===== src/rtl/fpu_types_pkg.sv =====
// Shared types for the FP writeback path: accrued exception flags and the
// writeback arbiter priority state.
package fpu_types_pkg;

    // Exception flags, MSB first: invalid, divide-by-zero, overflow,
    // underflow, inexact.
    typedef struct packed {
        logic nv;
        logic dz;
        logic of;
        logic uf;
        logic nx;
    } fflags_t;

    localparam int FFLAGS_W = $bits(fflags_t);
    localparam int RD_W     = 5;

    // Which requester wins when both are valid in the same cycle.
    typedef enum logic {
        PRIO_FPU = 1'b0,
        PRIO_LD  = 1'b1
    } prio_state_t;

    // Next accrued-flag value. A CSR write replaces the accumulator before
    // the flags of a simultaneous FPU writeback are ORed in, so those
    // exceptions are never lost.
    function automatic logic [FFLAGS_W-1:0] next_fflags(
        input logic [FFLAGS_W-1:0] cur,
        input logic                csr_we,
        input logic [FFLAGS_W-1:0] csr_wdata,
        input logic                fpu_xfer,
        input logic [FFLAGS_W-1:0] fpu_flags
    );
        logic [FFLAGS_W-1:0] base;
        base = csr_we ? csr_wdata : cur;
        return fpu_xfer ? (base | fpu_flags) : base;
    endfunction

endpackage


===== src/rtl/f_wb_arbiter_if.sv =====
// Requester handshakes (FPU result, FLW load data) and the FP register-file
// write port. The arbiter uses the slave view; the producers and register
// file together form the master view.
interface f_wb_arbiter_if #(
    parameter int DATA_W = 32,
    parameter int FLAG_W = 5
);
    import fpu_types_pkg::*;

    logic              fpu_valid;
    logic              fpu_ready;
    logic [RD_W-1:0]   fpu_rd;
    logic [DATA_W-1:0] fpu_data;
    logic [FLAG_W-1:0] fpu_flags;

    logic              ld_valid;
    logic              ld_ready;
    logic [RD_W-1:0]   ld_rd;
    logic [DATA_W-1:0] ld_data;

    logic              f_wen;
    logic [RD_W-1:0]   f_rd;
    logic [DATA_W-1:0] f_w_data;

    modport slave (
        input  fpu_valid, fpu_rd, fpu_data, fpu_flags,
        input  ld_valid, ld_rd, ld_data,
        output fpu_ready, ld_ready,
        output f_wen, f_rd, f_w_data
    );

    modport master (
        output fpu_valid, fpu_rd, fpu_data, fpu_flags,
        output ld_valid, ld_rd, ld_data,
        input  fpu_ready, ld_ready,
        input  f_wen, f_rd, f_w_data
    );

endinterface


===== src/rtl/f_wb_arbiter_rr_arb2.sv =====
// Two-requester round-robin arbiter for the FP writeback port.
//
//   state    | meaning
//   ---------+-------------------------------------------------------------
//   PRIO_FPU | FPU wins a simultaneous request (reset state)
//   PRIO_LD  | load wins a simultaneous request
//
// Grants are purely a function of the request lines, the priority state,
// stall and reset; no requester payload reaches this block, so ready can
// never loop back through data.
module rr_arb2
    import fpu_types_pkg::*;
(
    input  logic clk,
    input  logic rst_n,
    input  logic stall,
    input  logic req_fpu,
    input  logic req_ld,
    output logic gnt_fpu,
    output logic gnt_ld
);

    prio_state_t state_q;
    prio_state_t state_d;
    logic        enable;

    // Reset also blocks grants so a request seen during reset is never
    // accepted and cannot leave a stale write behind.
    assign enable = rst_n & ~stall;

    // Priority state register.
    always_ff @(posedge clk) begin
        if (!rst_n) begin
            state_q <= PRIO_FPU;
        end else begin
            state_q <= state_d;
        end
    end

    // Grant decode and next priority: the loser of a grant gets priority,
    // an idle or stalled cycle keeps it.
    always_comb begin
        gnt_fpu = 1'b0;
        gnt_ld  = 1'b0;
        state_d = state_q;

        if (enable) begin
            unique case (state_q)
                PRIO_FPU: begin
                    if (req_fpu) begin
                        gnt_fpu = 1'b1;
                    end else if (req_ld) begin
                        gnt_ld = 1'b1;
                    end
                end
                PRIO_LD: begin
                    if (req_ld) begin
                        gnt_ld = 1'b1;
                    end else if (req_fpu) begin
                        gnt_fpu = 1'b1;
                    end
                end
                default: begin
                    gnt_fpu = 1'b0;
                    gnt_ld  = 1'b0;
                end
            endcase
        end

        if (gnt_fpu) begin
            state_d = PRIO_LD;
        end else if (gnt_ld) begin
            state_d = PRIO_FPU;
        end
    end

endmodule


===== src/rtl/f_wb_arbiter.sv =====
// FP register-file writeback arbiter. Merges FPU results and FLW load data
// onto the single FP RF write port with one cycle of latency and accrues
// the FPU exception flags into fflags alongside CSR writes.
module f_wb_arbiter
    import fpu_types_pkg::*;
#(
    parameter int DATA_W = 32,
    parameter int FLAG_W = 5
) (
    input  logic              CLK,
    input  logic              nRST,
    f_wb_arbiter_if.slave     bus,
    input  logic              wb_stall,
    input  logic              csr_fflags_we,
    input  logic [FLAG_W-1:0] csr_fflags_wdata,
    output logic [FLAG_W-1:0] fflags
);

    logic              gnt_fpu;
    logic              gnt_ld;
    logic              xfer_fpu;
    logic              xfer_ld;

    logic              wen_q;
    logic [RD_W-1:0]   rd_q;
    logic [DATA_W-1:0] data_q;
    logic [RD_W-1:0]   rd_d;
    logic [DATA_W-1:0] data_d;
    logic [FLAG_W-1:0] fflags_q;
    logic [FLAG_W-1:0] fflags_d;

    rr_arb2 u_arb (
        .clk     (CLK),
        .rst_n   (nRST),
        .stall   (wb_stall),
        .req_fpu (bus.fpu_valid),
        .req_ld  (bus.ld_valid),
        .gnt_fpu (gnt_fpu),
        .gnt_ld  (gnt_ld)
    );

    // A grant is only ever issued to a valid requester, so the grant is
    // both the ready and the transfer qualifier.
    assign bus.fpu_ready = gnt_fpu;
    assign bus.ld_ready  = gnt_ld;
    assign xfer_fpu      = bus.fpu_valid & gnt_fpu;
    assign xfer_ld       = bus.ld_valid  & gnt_ld;

    // Select the winning payload; without a transfer the write port keeps
    // its last address and data.
    always_comb begin
        rd_d   = rd_q;
        data_d = data_q;
        if (xfer_fpu) begin
            rd_d   = bus.fpu_rd;
            data_d = bus.fpu_data;
        end else if (xfer_ld) begin
            rd_d   = bus.ld_rd;
            data_d = bus.ld_data;
        end
    end

    // Flag accrual: CSR write replaces, FPU writeback ORs on top.
    always_comb begin
        fflags_d = fflags_q;
        if (FLAG_W == FFLAGS_W) begin
            fflags_d = next_fflags(fflags_q, csr_fflags_we, csr_fflags_wdata,
                                   xfer_fpu, bus.fpu_flags);
        end else begin
            if (csr_fflags_we) begin
                fflags_d = csr_fflags_wdata;
            end
            if (xfer_fpu) begin
                fflags_d = fflags_d | bus.fpu_flags;
            end
        end
    end

    // Writeback register and flag accumulator.
    always_ff @(posedge CLK) begin
        if (!nRST) begin
            wen_q    <= 1'b0;
            rd_q     <= '0;
            data_q   <= '0;
            fflags_q <= '0;
        end else begin
            wen_q    <= xfer_fpu | xfer_ld;
            rd_q     <= rd_d;
            data_q   <= data_d;
            fflags_q <= fflags_d;
        end
    end

    assign bus.f_wen    = wen_q;
    assign bus.f_rd     = rd_q;
    assign bus.f_w_data = data_q;
    assign fflags       = fflags_q;

endmodule

===== src/flat_wrapper.sv =====
// flat-port wrapper written by rule: the top's interface ports become plain ports
module f_wb_arbiter_flat import fpu_types_pkg::*;
#(
    parameter int DATA_W = 32,
    parameter int FLAG_W = 5
)
  (CLK, nRST, wb_stall, csr_fflags_we, csr_fflags_wdata, fflags, bus_fpu_valid, bus_fpu_rd, bus_fpu_data, bus_fpu_flags, bus_ld_valid, bus_ld_rd, bus_ld_data, bus_fpu_ready, bus_ld_ready, bus_f_wen, bus_f_rd, bus_f_w_data);
  f_wb_arbiter_if #(.DATA_W(DATA_W), .FLAG_W(FLAG_W)) bus_i ();
  input  logic CLK;
  input  logic nRST;
  input  logic wb_stall;
  input  logic csr_fflags_we;
  input  logic [FLAG_W-1:0] csr_fflags_wdata;
  output logic [FLAG_W-1:0] fflags;
  input wire logic [$bits(bus_i.fpu_valid)-1:0] bus_fpu_valid;
  input wire logic [$bits(bus_i.fpu_rd)-1:0] bus_fpu_rd;
  input wire logic [$bits(bus_i.fpu_data)-1:0] bus_fpu_data;
  input wire logic [$bits(bus_i.fpu_flags)-1:0] bus_fpu_flags;
  input wire logic [$bits(bus_i.ld_valid)-1:0] bus_ld_valid;
  input wire logic [$bits(bus_i.ld_rd)-1:0] bus_ld_rd;
  input wire logic [$bits(bus_i.ld_data)-1:0] bus_ld_data;
  output wire logic [$bits(bus_i.fpu_ready)-1:0] bus_fpu_ready;
  output wire logic [$bits(bus_i.ld_ready)-1:0] bus_ld_ready;
  output wire logic [$bits(bus_i.f_wen)-1:0] bus_f_wen;
  output wire logic [$bits(bus_i.f_rd)-1:0] bus_f_rd;
  output wire logic [$bits(bus_i.f_w_data)-1:0] bus_f_w_data;
  assign bus_i.fpu_valid = bus_fpu_valid;
  assign bus_i.fpu_rd = bus_fpu_rd;
  assign bus_i.fpu_data = bus_fpu_data;
  assign bus_i.fpu_flags = bus_fpu_flags;
  assign bus_i.ld_valid = bus_ld_valid;
  assign bus_i.ld_rd = bus_ld_rd;
  assign bus_i.ld_data = bus_ld_data;
  assign bus_fpu_ready = bus_i.fpu_ready;
  assign bus_ld_ready = bus_i.ld_ready;
  assign bus_f_wen = bus_i.f_wen;
  assign bus_f_rd = bus_i.f_rd;
  assign bus_f_w_data = bus_i.f_w_data;
  f_wb_arbiter #(.DATA_W(DATA_W), .FLAG_W(FLAG_W)) u_core (.CLK(CLK), .nRST(nRST), .bus(bus_i), .wb_stall(wb_stall), .csr_fflags_we(csr_fflags_we), .csr_fflags_wdata(csr_fflags_wdata), .fflags(fflags));
endmodule

===== config.mk =====
export PLATFORM = sky130hd
export DESIGN_NAME = f_wb_arbiter_flat
export DESIGN_NICKNAME = d
export VERILOG_FILES = /design/src/rtl/fpu_types_pkg.sv /design/src/rtl/f_wb_arbiter_if.sv /design/src/rtl/f_wb_arbiter_rr_arb2.sv /design/src/rtl/f_wb_arbiter.sv /design/src/flat_wrapper.sv
export SDC_FILE = /design/constraint.sdc
export NUM_CORES = 1
export LEC_CHECK = 0
export ABC_AREA = 1
export BUFFER_PORTS_ARGS = -buffer_cell sky130_fd_sc_hd__buf_2
export CAP_MARGIN = 25
export CORE_UTILIZATION = 45
export CTS_CLUSTER_DIAMETER = 150
export DETAILED_ROUTE_END_ITERATION = 8
export GPL_ROUTABILITY_DRIVEN = 0
export PLACE_DENSITY = 0.81
export SLEW_MARGIN = 25
export SYNTH_ARGS = -nofsm -noshare
export SYNTH_HDL_FRONTEND = slang
export SYNTH_HIERARCHICAL = 1
export SYNTH_SLANG_ARGS = --single-unit
export TNS_END_PERCENT = 20

===== constraint.sdc =====
create_clock -name CLK -period 2.8 [get_ports CLK]
set_input_delay 0 -clock CLK [delete_from_list [all_inputs] [get_ports CLK]]
set_output_delay 0 -clock CLK [all_outputs]
set_load 0.02 [all_outputs]

==> out/metrics.yaml, run 1 <==
status: "finished clean"
syn_inst: 406
regArea_sq_um: 881
p_total_w: 0.00138
hpwlAfterDp_um: 4100
p_sw_share_pct: 27.8
final_cell_count_no_fill: 605
max_stage_delay_ps: 620
grt_overflow: 0
grt_usage_pct: 21.1
crit_arrival_ps: 2160
n_fill_cell: 506
antenna_found_initial: 0
pwr-share-clk_pct: 29.4
cts_buffers: 5
grt_pass1_vias: 2434
synth_xor_xnor_area_share_pct: 0
vias_per_cell: 4.49
holdWs_ps: 8.39
clkSlewWorstSetupHoldPaths_ps: 80
fin_crit_sh_pct: 70.5
synth_compound_area_share_pct: 3.05
drt_iter0_drc: 105
ys_seq_area_share_pct: 35.3
synth.mux.area_fraction_pct: 0
ys.flop_type: "dfxtp_1"
powerDensity_mw_per_mm2: 420
synth_fa_ha_area_share_pct: 0
synth_top_family_by_area: "simple AND/OR/NAND/NOR gates"
core_sq_mm: 0.00524
layout-drive-gt1-share_pct: 27.7
fin_skew_ps: 6.33
final-setup-viol-count: 0
placed_cells: 590
die_area_sq_mm: 0.00585
area_growth_pct: 31.1
wl_per_cell_um: 9.72
synth_top_area_share_pct: 35.3
async_flop_share_pct: 0
synthTopCellsByArea: "dfxtp_1 35%, nand2_1 18%, nor2_1 17%"
drv_cap: 0
clock_tree.root_cell: "clkbuf_8"
routed_wl_um: 5880
grt_pass1_wl_um: 10200
drt_pre_antenna_iters: 4
synth_cell_type_count: 16
yosysMostFrequentCell: "nand2_1"
syn_area_per_cell_sq_um: 6.15
clk_latency_ps: 290
cp.buffers_inverters: 4
cp_max_fo: 41
ant_nets: 0
comb_power_share_pct: 21.5
synth-edff-count: 0
rsz0062_at_grt: "false"
synth_area_sq_mm: 0.00250
power.internal_w: 0.000994
endpoint_kind: "flop"
synth_warnings: 6
slowest_stage: "nand2_2"
io-pin-count: 135
vias: 2714
grt_max_degree: 43
crit_chain: "dlygate4sd3_1, buf_2, inv_1, nand3_1, inv_1, nand2_4, nand2_2, nand2_1, nor2_1, nor2_1"
clock_sinks: 44
diodes: 0
cts_tree: "yes"
fin_crit_ps: 1980
synth_top_area_cell: "dfxtp_1"
critPathTopFamily: "simple AND/OR/NAND/NOR gates"
ys_ff_latch: 44
clock_path_buffers: 2
multiInputGateArea_sq_mm: 0.00127
leakage_nw: 2.07
slew_headroom_pct: 53.3
synth_common_cells: "123 x nand2_1, 113 x nor2_1, 48 x inv_1, 44 x dfxtp_1, 37 x nand3b_1"
remaining_drc_errors: 0
path_class: "in -> reg"
hold_violations: 0
synthSimpleGateAreaFrac_pct: 47.5
ir_worst_vdd_v: 0.000181
cts_resized: 0
worst_pin_slew_ps: 699
layout.nets: 624
critPathLaunchType: "primary input"
power.switching_w: 0.000383
hold_path_class: "in -> reg"
syn-num-nets: 496
die_width_um: 76.5
drv_slew: 0
p_seq_share_pct: 49.0
die_h_um: 76.5
fmax_mhz: 506
placementRows: 26
tns_ps: 0
port_buffers: 134
worstPathRequired_ps: 2990
start_util_pct: 47.7
cts_max_level: 2
fin_util_pct: 62.6
postCtsSetupRepairBufs: 0
-- metrics by stage --
| step | setup WS (ps) | area, sq um |
|---|---|---|
| CTS | 829 | 3280 |
| global route | 569 | 3280 |
| global placement | 913 | 3120 |
| detailed placement | 842 | 3120 |
| finish | 825 | 3280 |
| floorplan | 1290 | 2500 |
-- registers in the layout, indices dropped and copies added (netlist names) --
| name | cells |
|---|---|
| u_core/bus.f_wen | 1 |
| u_core/u_arb/state_q | 1 |
| u_core/fflags | 5 |
| u_core/bus.f_w_data | 32 |
| u_core/bus.f_rd | 5 |
-- power groups by stage --
stage / Clock, W / Combinational [W] / Sequential (W)
3_5_place_dp: 0 / 0.000290 / 0.000690
2_1_floorplan: 0 / 0.000138 / 0.000732
3_3_place_gp: 0 / 0.000284 / 0.000690
5_1_grt: 0.000446 / 0.000335 / 0.000680
4_1_cts: 0.000421 / 0.000299 / 0.000675
6_report: 0.000405 / 0.000297 / 0.000675
-- cell families after synthesis --
kind of cell,after synthesis
AO/OA/AOI/OAI,13
buffers and inverters,72
AND/OR/NAND/NOR,277
flip-flops,44
-- worst reg2reg max path: cells and delay by family (launching register included) --
family | cells | cell delay [ps]
AO/OA/AOI/OAI | 1 | 130
AND/OR/NAND/NOR | 6 | 1260
buffers and inverters | 1 | 130
flip-flops | 1 | 340
-- final timing paths --
kind,depth (start not counted),startpoint,end,slack (ps)
hold / removal,5,bus_ld_data[10],u_core/bus.f_w_data[10],8
hold reg to reg,2,u_core/u_arb/state_q,u_core/u_arb/state_q,510
setup / recovery,10,wb_stall,u_core/bus.f_w_data[21],820
setup reg to reg,8,u_core/u_arb/state_q,u_core/bus.f_w_data[21],830
-- routing by layer --
layer  routed length, um  global-route usage (%)
met3                 377                    5.03
met4                  72                    7.88
met5                   0                       0
met1                2690                    23.9
met2                2740                    37.9
-- cell type report --
cell class | instances | area share (%)
Multi-Input combinational cell | 290 | 38.7
Sequential cell | 44 | 26.9
Timing Repair Buffer | 145 | 23.5
Inverter | 48 | 5.50
Clock buffer | 8 | 2.75
Tap cell | 70 | 2.67
-- timing repair --
item,4_1_cts,5_1_grt
endpoints found under the hold margin,7,0
setup endpoints to repair,0,0
hold buffers,7,0
-- cell usage in the layout (no fill, tap or decap), types with 4 or more instances in the layout --
master | synthesis | final
a21oi_1 | 6 | 6
inv_1 | 48 | 48
dfxtp_1 | 44 | 44
o21ai_0 | 5 | 5
nand2_1 | 123 | 123
nand3b_1 | 37 | 37
buf_2 | 8 | 134
buf_4 | 6 | 4
nor2_1 | 113 | 113
clkbuf_8 | 0 | 6
dlygate4sd3_1 | 0 | 7
Note: power is estimated with default switching activity, not from simulation.
==> run 2, diff against run 1 <==
==> constraint.sdc (replaced) <==
create_clock -name CLK -period 1.97 [get_ports CLK]
set_input_delay 0 -clock CLK [delete_from_list [all_inputs] [get_ports CLK]]
set_output_delay 0 -clock CLK [all_outputs]
set_load 0.02 [all_outputs]
==> run 2 against run 1 <==
Compared with the run above: die area unchanged; worst hold slack lost 4.1 ps; sequential cell count unchanged; critical endpoint is now u_core/bus.f_w_data[27]; largest power group unchanged; total power rose by 43%.
==> out/metrics.yaml, run 2 (synthesized netlist as in run 1, its figures left out) <==
status: "finished clean"
clock_tree.root_cell: "clkbuf_8"
cts_tree: "yes"
drv_slew: 0  # unchanged
layout.nets: 631  # +1.1%
postCtsSetupRepairBufs: 0  # unchanged
p_seq_share_pct: 48.8  # -0.2 points
grt_pass1_wl_um: 10200  # -0.67%
start_util_pct: 47.7  # unchanged
core_sq_mm: 0.00524  # unchanged
critPathTopFamily: "simple AND/OR/NAND/NOR gates"
critPathLaunchType: "flop"
hold_violations: 0  # unchanged
grt_overflow: 0  # unchanged
final-setup-viol-count: 0  # unchanged
final_cell_mix: "134 x buf_2, 123 x nand2_1, 113 x nor2_1"
cp_max_fo: 22  # -46%
powerDensity_mw_per_mm2: 585  # +39%
drv_cap: 0  # unchanged
hold_path_class: "in -> reg"
path_common_cell: "nor2_1"
crit_arrival_ps: 1840  # -320 ps
cts_buffers: 5  # unchanged
layout-drive-gt1-share_pct: 28.0  # +0.38 points
fin_crit_ps: 1650
hpwlAfterDp_um: 4290  # +4.7%
p_total_w: 0.00197  # +43%
cts_resized: 0  # unchanged
port_buffers: 134  # unchanged
grt_max_degree: 61  # +42%
crit_chain: "a21oi_2, nand3_1, inv_1, nand2_4, nand2_2, buf_12, nand2_1, nor2_1, nor2_1"
remaining_drc_errors: 0  # unchanged
grt_usage_pct: 21.1  # about the same
ant_nets: 0  # unchanged
slew_headroom_pct: 72.4  # +19 points
n_fill_cell: 488  # -3.6%
mostFrequentLayoutCell: "buf_2"
placementRows: 26  # unchanged
power.internal_w: 0.00139  # +39%
rsz0062_at_grt: "false"
worstPathRequired_ps: 2160  # -830 ps
clock_path_buffers: 2  # unchanged
vias: 2794  # +2.9%
cts_max_level: 2  # unchanged
multiInputGateArea_sq_mm: 0.00127  # unchanged
vias_per_cell: 4.57  # +1.8%
drt_pre_antenna_iters: 4  # unchanged
largest_reg_flops: 32  # unchanged
tns_ps: 0  # unchanged
diodes: 0  # unchanged
regArea_sq_um: 881  # unchanged
routed_wl_um: 6170  # +5.0%
path_class: "reg -> reg"
cp.buffers_inverters: 2  # -2
leakage_nw: 2.11  # +2.1%
comb_power_share_pct: 22.4  # +0.9 points
die_width_um: 76.5  # unchanged
drt_iter0_drc: 96  # -8.6%
max_stage_delay_ps: 350  # -270 ps
clk_latency_ps: 300  # about the same
fin_skew_ps: 5.55  # -0.785 ps
antenna_found_initial: 0  # unchanged
pwr-share-clk_pct: 28.8  # -0.6 points
fmax_mhz: 608
clkSlewWorstSetupHoldPaths_ps: 80  # about the same
wl_per_cell_um: 10.1  # +3.8%
power.switching_w: 0.000581  # +51%
die_area_sq_mm: 0.00585  # unchanged
area_growth_pct: 34.7
fin_crit_sh_pct: 83.5
slowest_stage: "dfxtp_1"
endpoint_kind: "flop"
io-pin-count: 135  # unchanged
p_sw_share_pct: 29.5  # +1.7 points
grt_pass1_vias: 2494  # +2.5%
fin_util_pct: 64.2  # +1.7 points
die_h_um: 76.5  # unchanged
ir_worst_vdd_v: 0.000355  # +96%
clock_sinks: 44  # unchanged
worst_pin_slew_ps: 414  # -285 ps
run 2: changes by cell type in the layout (fill, tap and decap cells not counted):
cell	before	now
dlygate4sd3_1	7	12
buf_12	0	2
clkbuf_1	2	0
clkinv_2	0	2
clkbuf_8	6	5
clkinv_4	0	1
run 2: tightest hold or removal path, cell delays in order:
cell	delay (ps)
buf_2	70
nand2_1	40
nand2_1	50
nor2_1	30
nor2_1	70
run 2: cell type report:
| type | count | share of cell area (%) |
|---|---|---|
| clock inverters | 3 | 0.558 |
| repair buffers | 152 | 25.6 |
| multi-input cells | 290 | 37.7 |
| well taps | 70 | 2.60 |
| inverters | 48 | 5.36 |
| flip-flops and latches | 44 | 26.2 |
| clock buffers | 5 | 2.05 |
run 2: path summary, 6_finish.rpt:
check,start,endpoint,slack (ps),cells after the start
hold / removal,bus_ld_data[0],u_core/bus.f_w_data[0],4,5
setup reg to reg,u_core/u_arb/state_q,u_core/bus.f_w_data[27],320,9
setup / recovery,u_core/u_arb/state_q,u_core/bus.f_w_data[27],320,9
hold reg to reg,u_core/u_arb/state_q,u_core/u_arb/state_q,510,2
run 2: metal layers:
| metal | GRT usage (%) | up-vias | part of all wire [%] |
|---|---|---|---|
| met4 | 7.31 | 0 | 1.3 |
| met2 | 38.3 | 108 | 48 |
| met1 | 23.5 | 1203 | 43 |
| li1 | - | 1474 | - |
| met5 | 0 | - | 0 |
| met3 | 5.63 | 9 | 7.7 |
run 2: timing repair:
item	in CTS	in global routing
hold endpoints to repair	12	0
setup endpoints to repair	0	0
hold buffers	12	0
run 2: through the flow:
stage               instances  setup WS [ps]  hold WS (ps)  area (sq um)
finish                    612            325          4.32          3360
floorplan                 406            463           124          2500
global route              612            166          16.5          3360
global placement          592            459           259          3160
CTS                       612            335          1.07          3360
detailed placement        592            354           262          3160
run 2: power groups by stage:
stage               logic (W)  clock network (W)  registers (W)
floorplan            0.000196                  0        0.00104
finish               0.000440           0.000567       0.000960
detailed placement   0.000420                  0       0.000981
global placement     0.000413                  0       0.000980
global route         0.000490           0.000615       0.000967
CTS                  0.000440           0.000585       0.000961
==> run 3, diff against run 2 <==
--- a/config.mk
+++ b/config.mk
@@ -8,11 +8,11 @@
 export ABC_AREA = 1
 export BUFFER_PORTS_ARGS = -buffer_cell sky130_fd_sc_hd__buf_2
 export CAP_MARGIN = 25
-export CORE_UTILIZATION = 45
+export CORE_UTILIZATION = 41
 export CTS_CLUSTER_DIAMETER = 150
 export DETAILED_ROUTE_END_ITERATION = 8
 export GPL_ROUTABILITY_DRIVEN = 0
-export PLACE_DENSITY = 0.81
+export PLACE_DENSITY = 0.78
 export SLEW_MARGIN = 25
 export SYNTH_ARGS = -nofsm -noshare
 export SYNTH_HDL_FRONTEND = slang
==> constraint.sdc (replaced) <==
create_clock -name CLK -period 1.5 [get_ports CLK]
set_input_delay 0 -clock CLK [delete_from_list [all_inputs] [get_ports CLK]]
set_output_delay 0 -clock CLK [all_outputs]
set_load 0.02 [all_outputs]
==> run 3 against run 2 <==
Compared with the run above: non-clock buffer count is 3 higher; largest power group unchanged; register-to-register slack worse by 190 ps; clock power is 34% higher; global-route usage is 1.7 points lower; sequential power is 31% higher; final cell count is 1.3% higher.
==> out/metrics.yaml, run 3 (synthesized netlist as in run 1, its figures left out) <==
powerDensity_mw_per_mm2: 756  # +29%
final-setup-viol-count: 0  # unchanged
die_area_sq_mm: 0.00641  # +9.5%
fin_crit_sh_pct: 90.9  # +7.3 points
fin_crit_ps: 1360  # -282 ps
diodes: 0  # unchanged
grtUsageMet1_pct: 21.0  # -2.5 points
worstPathRequired_ps: 1700  # -460 ps
critPathLaunchType: "flop"
ant_nets: 0  # unchanged
layout-drive-gt1-share_pct: 29.2  # +1.1 points
drv_slew: 0  # unchanged
cts_max_level: 2  # unchanged
pre_cts_slack_ps: 61.4  # -293 ps
antenna_found_initial: 0  # unchanged
grt_usage_pct: 19.4  # -1.7 points
crit_arrival_ps: 1560  # -280 ps
placed_cells: 600  # +1.4%
grt.busiest_layer: "met2"
worst_pin_slew_ps: 228  # -185 ps
area_growth_pct: 38.3
grt_max_degree: 47  # -23%
placementRows: 28  # +7.7%
clk_latency_ps: 300  # about the same
final_cell_count_no_fill: 620  # +1.3%
largest_reg_flops: 32  # unchanged
cts_tree: "yes"
fin_skew_ps: 5.69  # +0.140 ps
vias_per_cell: 4.49  # -1.6%
drv_cap: 0  # unchanged
endpoint_kind: "flop"
wl_per_cell_um: 10.3  # +1.7%
grt_pass1_wl_um: 9800  # -3.6%
path_class: "reg -> reg"
fin_ws_ps: 137  # -188 ps
core_sq_mm: 0.00589  # +12%
status: "finished clean"
die_width_um: 80.1  # +4.6%
die_h_um: 80.1  # +4.6%
drt_pre_antenna_iters: 5  # +1
drt_iter0_drc: 104  # +8.3%
n_fill_cell: 569  # +17%
clkSlewWorstSetupHoldPaths_ps: 80  # about the same
grt_overflow: 0  # unchanged
met3_usage_pct: 5.57  # -0.061 points
fmax_mhz: 734  # +21%
ir_worst_vdd_v: 0.000441  # +24%
clock_sinks: 44  # unchanged
grt_pass1_vias: 2308  # -7.5%
met2_usage_pct: 36.2  # -2.0 points
holdWs_ps: 3.36  # -0.958 ps
remaining_drc_errors: 0  # unchanged
leakage_nw: 2.13  # +1.1%
start_util_pct: 42.5  # -5.3 points
mostFrequentLayoutCell: "buf_2"
final_cell_mix: "134 x buf_2, 122 x nand2_1, 112 x nor2_1"
hpwlAfterDp_um: 4310  # +0.52%
clock_tree.root_cell: "clkbuf_8"
vias: 2784  # -0.36%
slew_headroom_pct: 84.8  # +12 points
hold_path_class: "in -> reg"
routed_wl_um: 6360  # +3.1%
port_buffers: 134  # unchanged
layout.nets: 634  # +0.48%
io-pin-count: 135  # unchanged
cts_buffers: 5  # unchanged
clock_path_buffers: 2  # unchanged
hold_violations: 0  # unchanged
cp_max_fo: 22  # unchanged
-- run 3: cell count changes in the layout (fill, tap and decap cells not counted), sizes merged --
cell,before,now
clkbuf,5,9
dlygate4sd3,12,10
clkinv,3,0
buf,140,144
-- run 3: per-stage QoR --
stage                     utilization, %  power (W)  instance area [sq um]  TNS [ps]
after floorplan                        -    0.00162                   2500         0
after global placement              54.6    0.00184                   3210         0
after detailed placement            54.6    0.00185                   3210         0
after CTS                           57.8    0.00263                   3400         0
after global routing                58.7    0.00277                   3460     -16.9
final                               58.7    0.00261                   3460         0
-- run 3: power by group --
| part | switching [W] | internal, W |
|---|---|---|
| combinational | 0.000319 | 0.000273 |
| clock | 0.000384 | 0.000376 |
| sequential | 0.0000291 | 0.00123 |
| total | 0.000732 | 0.00188 |
-- run 3: final cells by class --
class	count	area (sq um)	area share (%)
sequential	44	881	25.5
multi-input combinational	290	1290	37.2
inverter	48	180	5.21
clock buffer	8	90.1	2.61
tap	75	93.8	2.72
timing repair buffer	155	925	26.8
-- run 3: path summary, 6_finish.rpt --
path	from	endpoint	slack [ps]	cells past startpoint
worst max-delay path	u_core/u_arb/state_q	u_core/bus.f_w_data[10]	140	9
worst min register to register	u_core/u_arb/state_q	u_core/u_arb/state_q	510	2
worst max register to register	u_core/u_arb/state_q	u_core/bus.f_w_data[10]	140	9
worst min-delay path	bus_ld_data[17]	u_core/bus.f_w_data[17]	3	5
-- run 3: routing by layer --
metal,vias up,wire [um]
li1,1482,-
met1,1195,2730
met2,97,3090
met3,10,458
met4,0,84
met5,-,0
-- run 3: critical path, stage by stage, from the launching register on --
cell and delay, ps:
dfxtp_1 340, a21oi_2 120, nand3_1 110, inv_2 130, nand2_8 100, nand2_4 100, buf_12 160, nand2_1 70
nor2_1 90, nor2_1 40
-- run 3: repair_timing --
item                       CTS  global route
hold endpoints to repair    10             0
setup endpoints to repair    0            25
hold buffers                10             0
buffers inserted             0             1
gates resized for setup      0             6
